<file path="src/rtl/uart_cmd_parser_if.sv">
// Byte-stream, settings and response signals between the UART path and the command parser.
interface uart_cmd_parser_if;
  logic [7:0] i_rx_byte;
  logic       i_rx_valid;
  logic [3:0] o_pattern;
  logic [8:0] o_color;
  logic       o_cmd_stb;
  logic       o_err_stb;
  logic [7:0] o_resp_byte;
  logic       o_resp_valid;
  logic       i_resp_ready;
  logic       o_resp_drop;

  modport master (
    output i_rx_byte, i_rx_valid, i_resp_ready,
    input  o_pattern, o_color, o_cmd_stb, o_err_stb, o_resp_byte, o_resp_valid, o_resp_drop
  );

  modport slave (
    input  i_rx_byte, i_rx_valid, i_resp_ready,
    output o_pattern, o_color, o_cmd_stb, o_err_stb, o_resp_byte, o_resp_valid, o_resp_drop
  );
endinterface

</file>
<file path="src/rtl/uart_cmd_parser.sv">
// ASCII command parser: "P h <term>" sets the pattern, "C r g b <term>" sets the colour,
// and each completed or failed command queues a one-byte 'K' / '?' response.
module uart_cmd_parser #(
  parameter int unsigned TIMEOUT_CYCLES = 2500000,
  parameter int unsigned CNT_W          = 22
) (
  input  logic             i_clk,
  input  logic             i_rst_n,
  uart_cmd_parser_if.slave bus
);

  localparam int unsigned ARG_W = 9;
  localparam logic [7:0] CH_CR  = 8'h0D;
  localparam logic [7:0] CH_LF  = 8'h0A;
  localparam logic [7:0] CH_SP  = 8'h20;
  localparam logic [7:0] CH_ESC = 8'h1B;
  localparam logic [7:0] CH_K   = 8'h4B;
  localparam logic [7:0] CH_Q   = 8'h3F;

  typedef enum logic [1:0] {IDLE, ARG, TERM} state_t;

  state_t             state, state_nxt;
  logic [1:0]         need, need_nxt;
  logic               is_color, is_color_nxt;
  logic [ARG_W-1:0]   arg, arg_nxt;
  logic [CNT_W-1:0]   cnt, cnt_nxt;
  logic [3:0]         pattern, pattern_nxt;
  logic [8:0]         color, color_nxt;
  logic               cmd_stb, cmd_stb_nxt;
  logic               err_stb, err_stb_nxt;
  logic [7:0]         resp_byte, resp_byte_nxt;
  logic               resp_valid, resp_valid_nxt;
  logic               resp_drop, resp_drop_nxt;

  logic [7:0] rx;
  logic       is_term, is_p, is_c, hex_ok, oct_ok;
  logic [3:0] hex_val;

  // Byte classification
  always_comb begin
    rx      = bus.i_rx_byte;
    is_term = (rx == CH_CR) || (rx == CH_LF);
    is_p    = (rx == 8'h50) || (rx == 8'h70);
    is_c    = (rx == 8'h43) || (rx == 8'h63);
    oct_ok  = (rx >= 8'h30) && (rx <= 8'h37);
    hex_ok  = 1'b1;
    hex_val = rx[3:0];
    if ((rx >= 8'h30) && (rx <= 8'h39)) begin
      hex_val = rx[3:0];
    end else if (((rx >= 8'h41) && (rx <= 8'h46)) || ((rx >= 8'h61) && (rx <= 8'h66))) begin
      hex_val = rx[3:0] + 4'd9;
    end else begin
      hex_ok = 1'b0;
    end
  end

  // Parser next state, settings and response queue
  always_comb begin
    state_nxt      = state;
    need_nxt       = need;
    is_color_nxt   = is_color;
    arg_nxt        = arg;
    cnt_nxt        = '0;
    pattern_nxt    = pattern;
    color_nxt      = color;
    cmd_stb_nxt    = 1'b0;
    err_stb_nxt    = 1'b0;
    resp_byte_nxt  = resp_byte;
    resp_valid_nxt = resp_valid;
    resp_drop_nxt  = 1'b0;

    if (state != IDLE) cnt_nxt = cnt + CNT_W'(1);

    if (bus.i_rx_valid) begin
      cnt_nxt = '0;
      if (rx == CH_ESC) begin
        state_nxt = IDLE;
      end else begin
        case (state)
          IDLE: begin
            if (is_p || is_c) begin
              state_nxt    = ARG;
              need_nxt     = is_c ? 2'd3 : 2'd1;
              is_color_nxt = is_c;
              arg_nxt      = '0;
            end else if (!(is_term || (rx == CH_SP))) begin
              err_stb_nxt = 1'b1;
            end
          end
          ARG: begin
            if (is_color ? oct_ok : hex_ok) begin
              arg_nxt  = is_color ? {arg[5:0], rx[2:0]} : {5'd0, hex_val};
              need_nxt = need - 2'd1;
              if (need == 2'd1) state_nxt = TERM;
            end else begin
              err_stb_nxt = 1'b1;
              state_nxt   = IDLE;
            end
          end
          TERM: begin
            state_nxt = IDLE;
            if (is_term) begin
              cmd_stb_nxt = 1'b1;
              if (is_color) color_nxt = arg;
              else          pattern_nxt = arg[3:0];
            end else begin
              err_stb_nxt = 1'b1;
            end
          end
          default: state_nxt = IDLE;
        endcase
      end
    end else if ((state != IDLE) && (cnt == CNT_W'(TIMEOUT_CYCLES - 2))) begin
      // next count would reach TIMEOUT_CYCLES-1: abandon the command
      err_stb_nxt = 1'b1;
      state_nxt   = IDLE;
      cnt_nxt     = '0;
    end

    if (resp_valid && bus.i_resp_ready) resp_valid_nxt = 1'b0;
    // A pending response is never overwritten, even in its handshake cycle
    if (cmd_stb_nxt || err_stb_nxt) begin
      if (resp_valid) begin
        resp_drop_nxt = 1'b1;
      end else begin
        resp_valid_nxt = 1'b1;
        resp_byte_nxt  = cmd_stb_nxt ? CH_K : CH_Q;
      end
    end
  end

  always_ff @(posedge i_clk or negedge i_rst_n) begin
    if (!i_rst_n) begin
      state      <= IDLE;
      need       <= '0;
      is_color   <= 1'b0;
      arg        <= '0;
      cnt        <= '0;
      pattern    <= '0;
      color      <= '0;
      cmd_stb    <= 1'b0;
      err_stb    <= 1'b0;
      resp_byte  <= '0;
      resp_valid <= 1'b0;
      resp_drop  <= 1'b0;
    end else begin
      state      <= state_nxt;
      need       <= need_nxt;
      is_color   <= is_color_nxt;
      arg        <= arg_nxt;
      cnt        <= cnt_nxt;
      pattern    <= pattern_nxt;
      color      <= color_nxt;
      cmd_stb    <= cmd_stb_nxt;
      err_stb    <= err_stb_nxt;
      resp_byte  <= resp_byte_nxt;
      resp_valid <= resp_valid_nxt;
      resp_drop  <= resp_drop_nxt;
    end
  end

  assign bus.o_pattern    = pattern;
  assign bus.o_color      = color;
  assign bus.o_cmd_stb    = cmd_stb;
  assign bus.o_err_stb    = err_stb;
  assign bus.o_resp_byte  = resp_byte;
  assign bus.o_resp_valid = resp_valid;
  assign bus.o_resp_drop  = resp_drop;

endmodule

</file>
<file path="src/flat_wrapper.sv">
// flat-port wrapper written by rule: the top's interface ports become plain ports
module uart_cmd_parser_flat 
#(
  parameter int unsigned TIMEOUT_CYCLES = 2500000,
  parameter int unsigned CNT_W          = 22
)
  (i_clk, i_rst_n, bus_i_rx_byte, bus_i_rx_valid, bus_i_resp_ready, bus_o_pattern, bus_o_color, bus_o_cmd_stb, bus_o_err_stb, bus_o_resp_byte, bus_o_resp_valid, bus_o_resp_drop);
  uart_cmd_parser_if bus_i ();
  input  logic i_clk;
  input  logic i_rst_n;
  input wire logic [$bits(bus_i.i_rx_byte)-1:0] bus_i_rx_byte;
  input wire logic [$bits(bus_i.i_rx_valid)-1:0] bus_i_rx_valid;
  input wire logic [$bits(bus_i.i_resp_ready)-1:0] bus_i_resp_ready;
  output wire logic [$bits(bus_i.o_pattern)-1:0] bus_o_pattern;
  output wire logic [$bits(bus_i.o_color)-1:0] bus_o_color;
  output wire logic [$bits(bus_i.o_cmd_stb)-1:0] bus_o_cmd_stb;
  output wire logic [$bits(bus_i.o_err_stb)-1:0] bus_o_err_stb;
  output wire logic [$bits(bus_i.o_resp_byte)-1:0] bus_o_resp_byte;
  output wire logic [$bits(bus_i.o_resp_valid)-1:0] bus_o_resp_valid;
  output wire logic [$bits(bus_i.o_resp_drop)-1:0] bus_o_resp_drop;
  assign bus_i.i_rx_byte = bus_i_rx_byte;
  assign bus_i.i_rx_valid = bus_i_rx_valid;
  assign bus_i.i_resp_ready = bus_i_resp_ready;
  assign bus_o_pattern = bus_i.o_pattern;
  assign bus_o_color = bus_i.o_color;
  assign bus_o_cmd_stb = bus_i.o_cmd_stb;
  assign bus_o_err_stb = bus_i.o_err_stb;
  assign bus_o_resp_byte = bus_i.o_resp_byte;
  assign bus_o_resp_valid = bus_i.o_resp_valid;
  assign bus_o_resp_drop = bus_i.o_resp_drop;
  uart_cmd_parser #(.TIMEOUT_CYCLES(TIMEOUT_CYCLES), .CNT_W(CNT_W)) u_core (.i_clk(i_clk), .i_rst_n(i_rst_n), .bus(bus_i));
endmodule
</file>
<file path="config.mk">
export PLATFORM = sky130hd
export DESIGN_NAME = uart_cmd_parser_flat
export DESIGN_NICKNAME = d
export VERILOG_FILES = /design/src/rtl/uart_cmd_parser_if.sv /design/src/rtl/uart_cmd_parser.sv /design/src/flat_wrapper.sv
export SDC_FILE = /design/constraint.sdc
export NUM_CORES = 1
export LEC_CHECK = 0
export ABC_CLOCK_PERIOD_IN_PS = 5100
export CAP_MARGIN = 20
export CORE_AREA = 2 2 89 91
export DETAILED_ROUTE_END_ITERATION = 7
export DIE_AREA = 0 0 91 93
export SLEW_MARGIN = 20
export SYNTH_ARGS = -nofsm -noshare
export SYNTH_HDL_FRONTEND = slang
export SYNTH_SLANG_ARGS = --single-unit
</file>
<file path="constraint.sdc">
create_clock -name i_clk -period 5.1 [get_ports i_clk]
set_input_delay 1.02 -clock i_clk [delete_from_list [all_inputs] [get_ports i_clk]]
set_output_delay 1.02 -clock i_clk [all_outputs]
set_load 0.01 [all_outputs]
</file>
==> results.txt <==
----------------------------------------------------
[Outcome]
  Run status ... completed

[STA]
  Final Hold Slack ... between 0.4 and 0.5 ns
  Final Hold Fails ... 0
  Tightest slew margin relative to the limit ... 0.403
  Worst clock skew on the final layout ... between 0.01 and 0.015 ns
  F_max ... around 310 MHz
  Worst-Margin Slew ... roughly 0.90 ns
  Post-layout min period ... about 3.2 ns
  Unrepaired setup endpoints after global routing ... no
  Final-report setup violation count ... 0
  Setup TNS ... 0 ns
  Crit share post-route ... 0.628
  Max-slew violations ... 0

[Synthesis]
  Post-synthesis sequential area ratio ... 0.482
  Average size of a mapped cell ... 10.8 µm²
  Share of cell area taken by muxes after synthesis ... 0.0727
  Number of warnings issued by yosys ... 0
  XOR/XNOR share of the synthesized area ... 0.0632
  Number of different library cells in the post-synthesis netlist ... between 50 and 60
  Main combinational cell family by area after synthesis ... simple AND/OR/NAND/NOR gates
  EDFF count, synth ... 0
  Most frequently used flop master after synthesis ... sky130_fd_sc_hd__dfrtp_1
  FFs w/ async S/R, synth ... 1.00
  Adder-Cell Fraction of Synth Area ... 0.0344
  Area of the mapped netlist ... ~2900 µm²
  Synth Net Count ... 289
  Compound-gate portion of the synthesized area ... 0.109
  Flop and latch count out of synthesis ... 56
  Fraction of the mapped netlist area in simple logic gates ... 0.201
  Post-synthesis cell count ... 269

[Placed design]
  # placed instances ... 394
  Placed inst area ... 3330 µm²
  Detail Placement HPWL ... around 3.9 mm
  IO Port Bufs ... 35
  Placer's final routability congestion estimate ... slightly below 0.8

[Worst setup path]
  Master of the slowest instance on the critical path ... sky130_fd_sc_hd__nor3b_2
  Critical path class ... in2reg
  R2R cell count ... 4
  Logic depth of the worst path, buffers included ... 6
  Maximum net fanout on the critical path ... 12
  Critical-path cell list ... clkdlybuf4s50_1 > nor4b_1 > o21ai_0 > o32ai_1 > nor3b_2 > a32o_1
  Required arrival time at the worst endpoint ... 5.35 ns
  Critical Path AT ... 3.45 ns
  Stage delay of the slowest cell on the critical path ... about 0.64 ns
  Buffers and inverters on the worst path ... 1
  Worst Setup End Kind ... register
  CP top delay family ... simple AND/OR/NAND/NOR gates
  CP Launch Type ... primary input

[Power and ir drop]
  P_leak ... approximately 1.5 nW
  Max rail drop VDD ... approximately 0.00016 V
  Design Power ... around 0.94 mW
  Power density cells ... approximately 270 nW/µm²

[Die]
  Standard cell core area ... between 7000 and 8000 µm²
  Die area ... 8460 µm²
  Total number of placement rows ... 32
  Initial standard-cell utilization of the core ... 0.387
  Overall die width ... 91 µm
  Ports ... 37
  Die span in y ... about 93 µm

[Clocking]
  Hold-fix buffers, CTS ... 0
  Deepest level of the CTS H-tree ... 2
  CTS Buf Count ... 5
  Root buffer cell ... sky130_fd_sc_hd__clkbuf_8
  Clock transition time at the flip-flop clock pins of the worst setup and hold paths ... about 0.11 ns
  Clock Sinks ... between 50 and 60
  Clock tree from TritonCTS ... done
  Post-cts sizing count ... 0
  Clock latency of the later-clocked register in the worst-skew pair ... roughly 0.31 ns
  Largest buffer count on any clock path ... 2
  Count of buffers added by post-CTS timing repair for setup ... 0

[Global routing]
  First-pass GRT wire length ... between 9 and 10 mm
  Global router's overall resource usage ... 0.137
  GRT overflow ... 0
  Pin count of the biggest net entering global routing ... 57
  Antenna violations before repair ... 0
  Number of global-route vias before repair ... approximately 2000

[Detailed routing]
  Drt pass-1 iters ... 5
  Initial DRC count ... 117
  Post-DR wirelength/cell ... between 10 and 15 µm
  ANT nets after route ... 0
  Wire length reported by the detailed router ... 5.40 mm
  Vias per inst ... 5.16
  Remaining routing DRC violations ... 0
  Vias ... 2073

[Layout]
  Net count reported at finish ... roughly 320
  Layout-stage area growth over the synthesis result ... 18.3%
  Post-layout instance area ... 3440 µm²
  Fraction of layout cells with a size suffix above 1 ... 0.127
  Antenna Cells ... 0
  Count of non-filler cells in the finished layout ... 402

[Hold path]
  Number of stages on the worst hold path ... 1
  Classification of the worst-slack hold path ... reg2reg

[Run]
  Max-capacitance violation count ... 0

----------------------------------------------------
==> layer usage <==
metal  share of wire  global-route usage  vias to the layer above
li1                -                   -                     1022
met1            0.46               0.180                     1013
met2            0.50               0.234                       36
met3           0.032              0.0258                        2
met4          0.0044              0.0341                        0
met5               0                   0                        -
==> cells in the mapped netlist (2+ instances only) <==
library cell	n	area, µm²
sky130_fd_sc_hd__inv_1	6	22.5
sky130_fd_sc_hd__nor4b_1	5	43.8
sky130_fd_sc_hd__buf_4	7	52.6
sky130_fd_sc_hd__nand4_1	6	37.5
sky130_fd_sc_hd__nor2_1	28	105
sky130_fd_sc_hd__xnor2_1	6	52.6
sky130_fd_sc_hd__clkbuf_1	6	22.5
sky130_fd_sc_hd__a32o_1	5	50.1
sky130_fd_sc_hd__nor2b_1	4	25.0
sky130_fd_sc_hd__dfrtp_1	56	1400
sky130_fd_sc_hd__nand2_1	15	56.3
sky130_fd_sc_hd__ha_1	8	100
sky130_fd_sc_hd__a22o_1	6	52.6
sky130_fd_sc_hd__xor2_1	15	131
sky130_fd_sc_hd__o31ai_1	3	22.5
sky130_fd_sc_hd__mux2i_1	2	20.0
sky130_fd_sc_hd__and3_1	3	18.8
sky130_fd_sc_hd__nand3_1	10	50.1
sky130_fd_sc_hd__o31a_1	2	17.5
sky130_fd_sc_hd__o21ai_0	6	30.0
sky130_fd_sc_hd__nor3_1	8	40.0
sky130_fd_sc_hd__nand2b_1	6	37.5
sky130_fd_sc_hd__nor4_1	3	18.8
sky130_fd_sc_hd__mux2_2	17	191
sky130_fd_sc_hd__and4_1	3	26.3
sky130_fd_sc_hd__nand3b_1	2	15.0
sky130_fd_sc_hd__a21oi_1	6	30.0
==> logic make-up after synthesis <==
group | Yosys count
AO/OA/AOI/OAI | 39
XOR/XNOR | 21
adder cells (fa/ha/maj) | 8
buffers and inverters | 21
flip-flops | 56
multiplexers | 19
other | 1
AND/OR/NAND/NOR | 104
==> flip-flops by register name, indices dropped and copies added (netlist names) <==
name                     cells
u_core.bus.o_color           9
u_core.bus.o_err_stb         1
u_core.need                  2
u_core.state                 2
u_core.bus.o_pattern         4
u_core.bus.o_cmd_stb         1
u_core.bus.o_resp_byte       3
u_core.bus.o_resp_valid      1
u_core.bus.o_resp_drop       1
u_core.cnt                  22
u_core.arg                   9
u_core.is_color              1
==> final timing paths <==
check / start / to / slack (ns)
min reg2reg: u_core.need[0] / u_core.need[0] / 0.49
max: bus_i_rx_byte[7] / u_core.arg[8] / 1.90
min in group asynchronous: i_rst_n / u_core.bus.o_color[8] / 0.82
min: u_core.need[0] / u_core.need[0] / 0.49
max reg2reg: u_core.is_color / u_core.arg[8] / 3.05
max in group asynchronous: i_rst_n / u_core.cnt[3] / 3.80
==> layout by cell type (no fill, tap or decap), drive strengths merged, types with 3 or more instances in the layout <==
cell	Yosys	final
nor4b	6	6
inv	6	6
nor2b	4	4
nor4	3	3
nand2b	6	6
and3	3	3
dfrtp	56	56
and4	3	3
nand3	10	10
o21ai	6	6
nand2	16	16
mux2	17	17
ha	8	8
a32o	5	5
o31ai	3	3
nand4	6	6
clkdlybuf4s50	0	34
xor2	15	15
nor3	9	9
xnor2	6	6
a21oi	6	6
nor2	28	28
buf	9	4
a22o	6	6
clkbuf	6	5
==> power breakdown <==
group / internal (mW) / switching [mW]
clock network: 0.148 / 0.144
logic: 0.0900 / 0.0692
registers: 0.463 / 0.0258
total: 0.701 / 0.239
==> area by class of cell <==
type                            instances  area, µm²
Sequential cell                        56       1400
Multi-Input combinational cell        192       1410
Clock inverter                          3       47.5
Clock buffer                            5       68.8
Fill cell                             760       4090
Inverter                                6       22.5
Timing Repair Buffer                   38        368
Tap cell                              102        128
==> metrics by stage <==
| step | setup slack, ns | util |
|---|---|---|
| floorplan | 2.55 | - |
| global placement | 1.60 | 0.442 |
| detailed placement | 1.57 | 0.442 |
| CTS | 1.91 | 0.457 |
| global route | 1.72 | 0.457 |
| finish | 1.90 | 0.457 |
(Power assumes the default switching activity.)
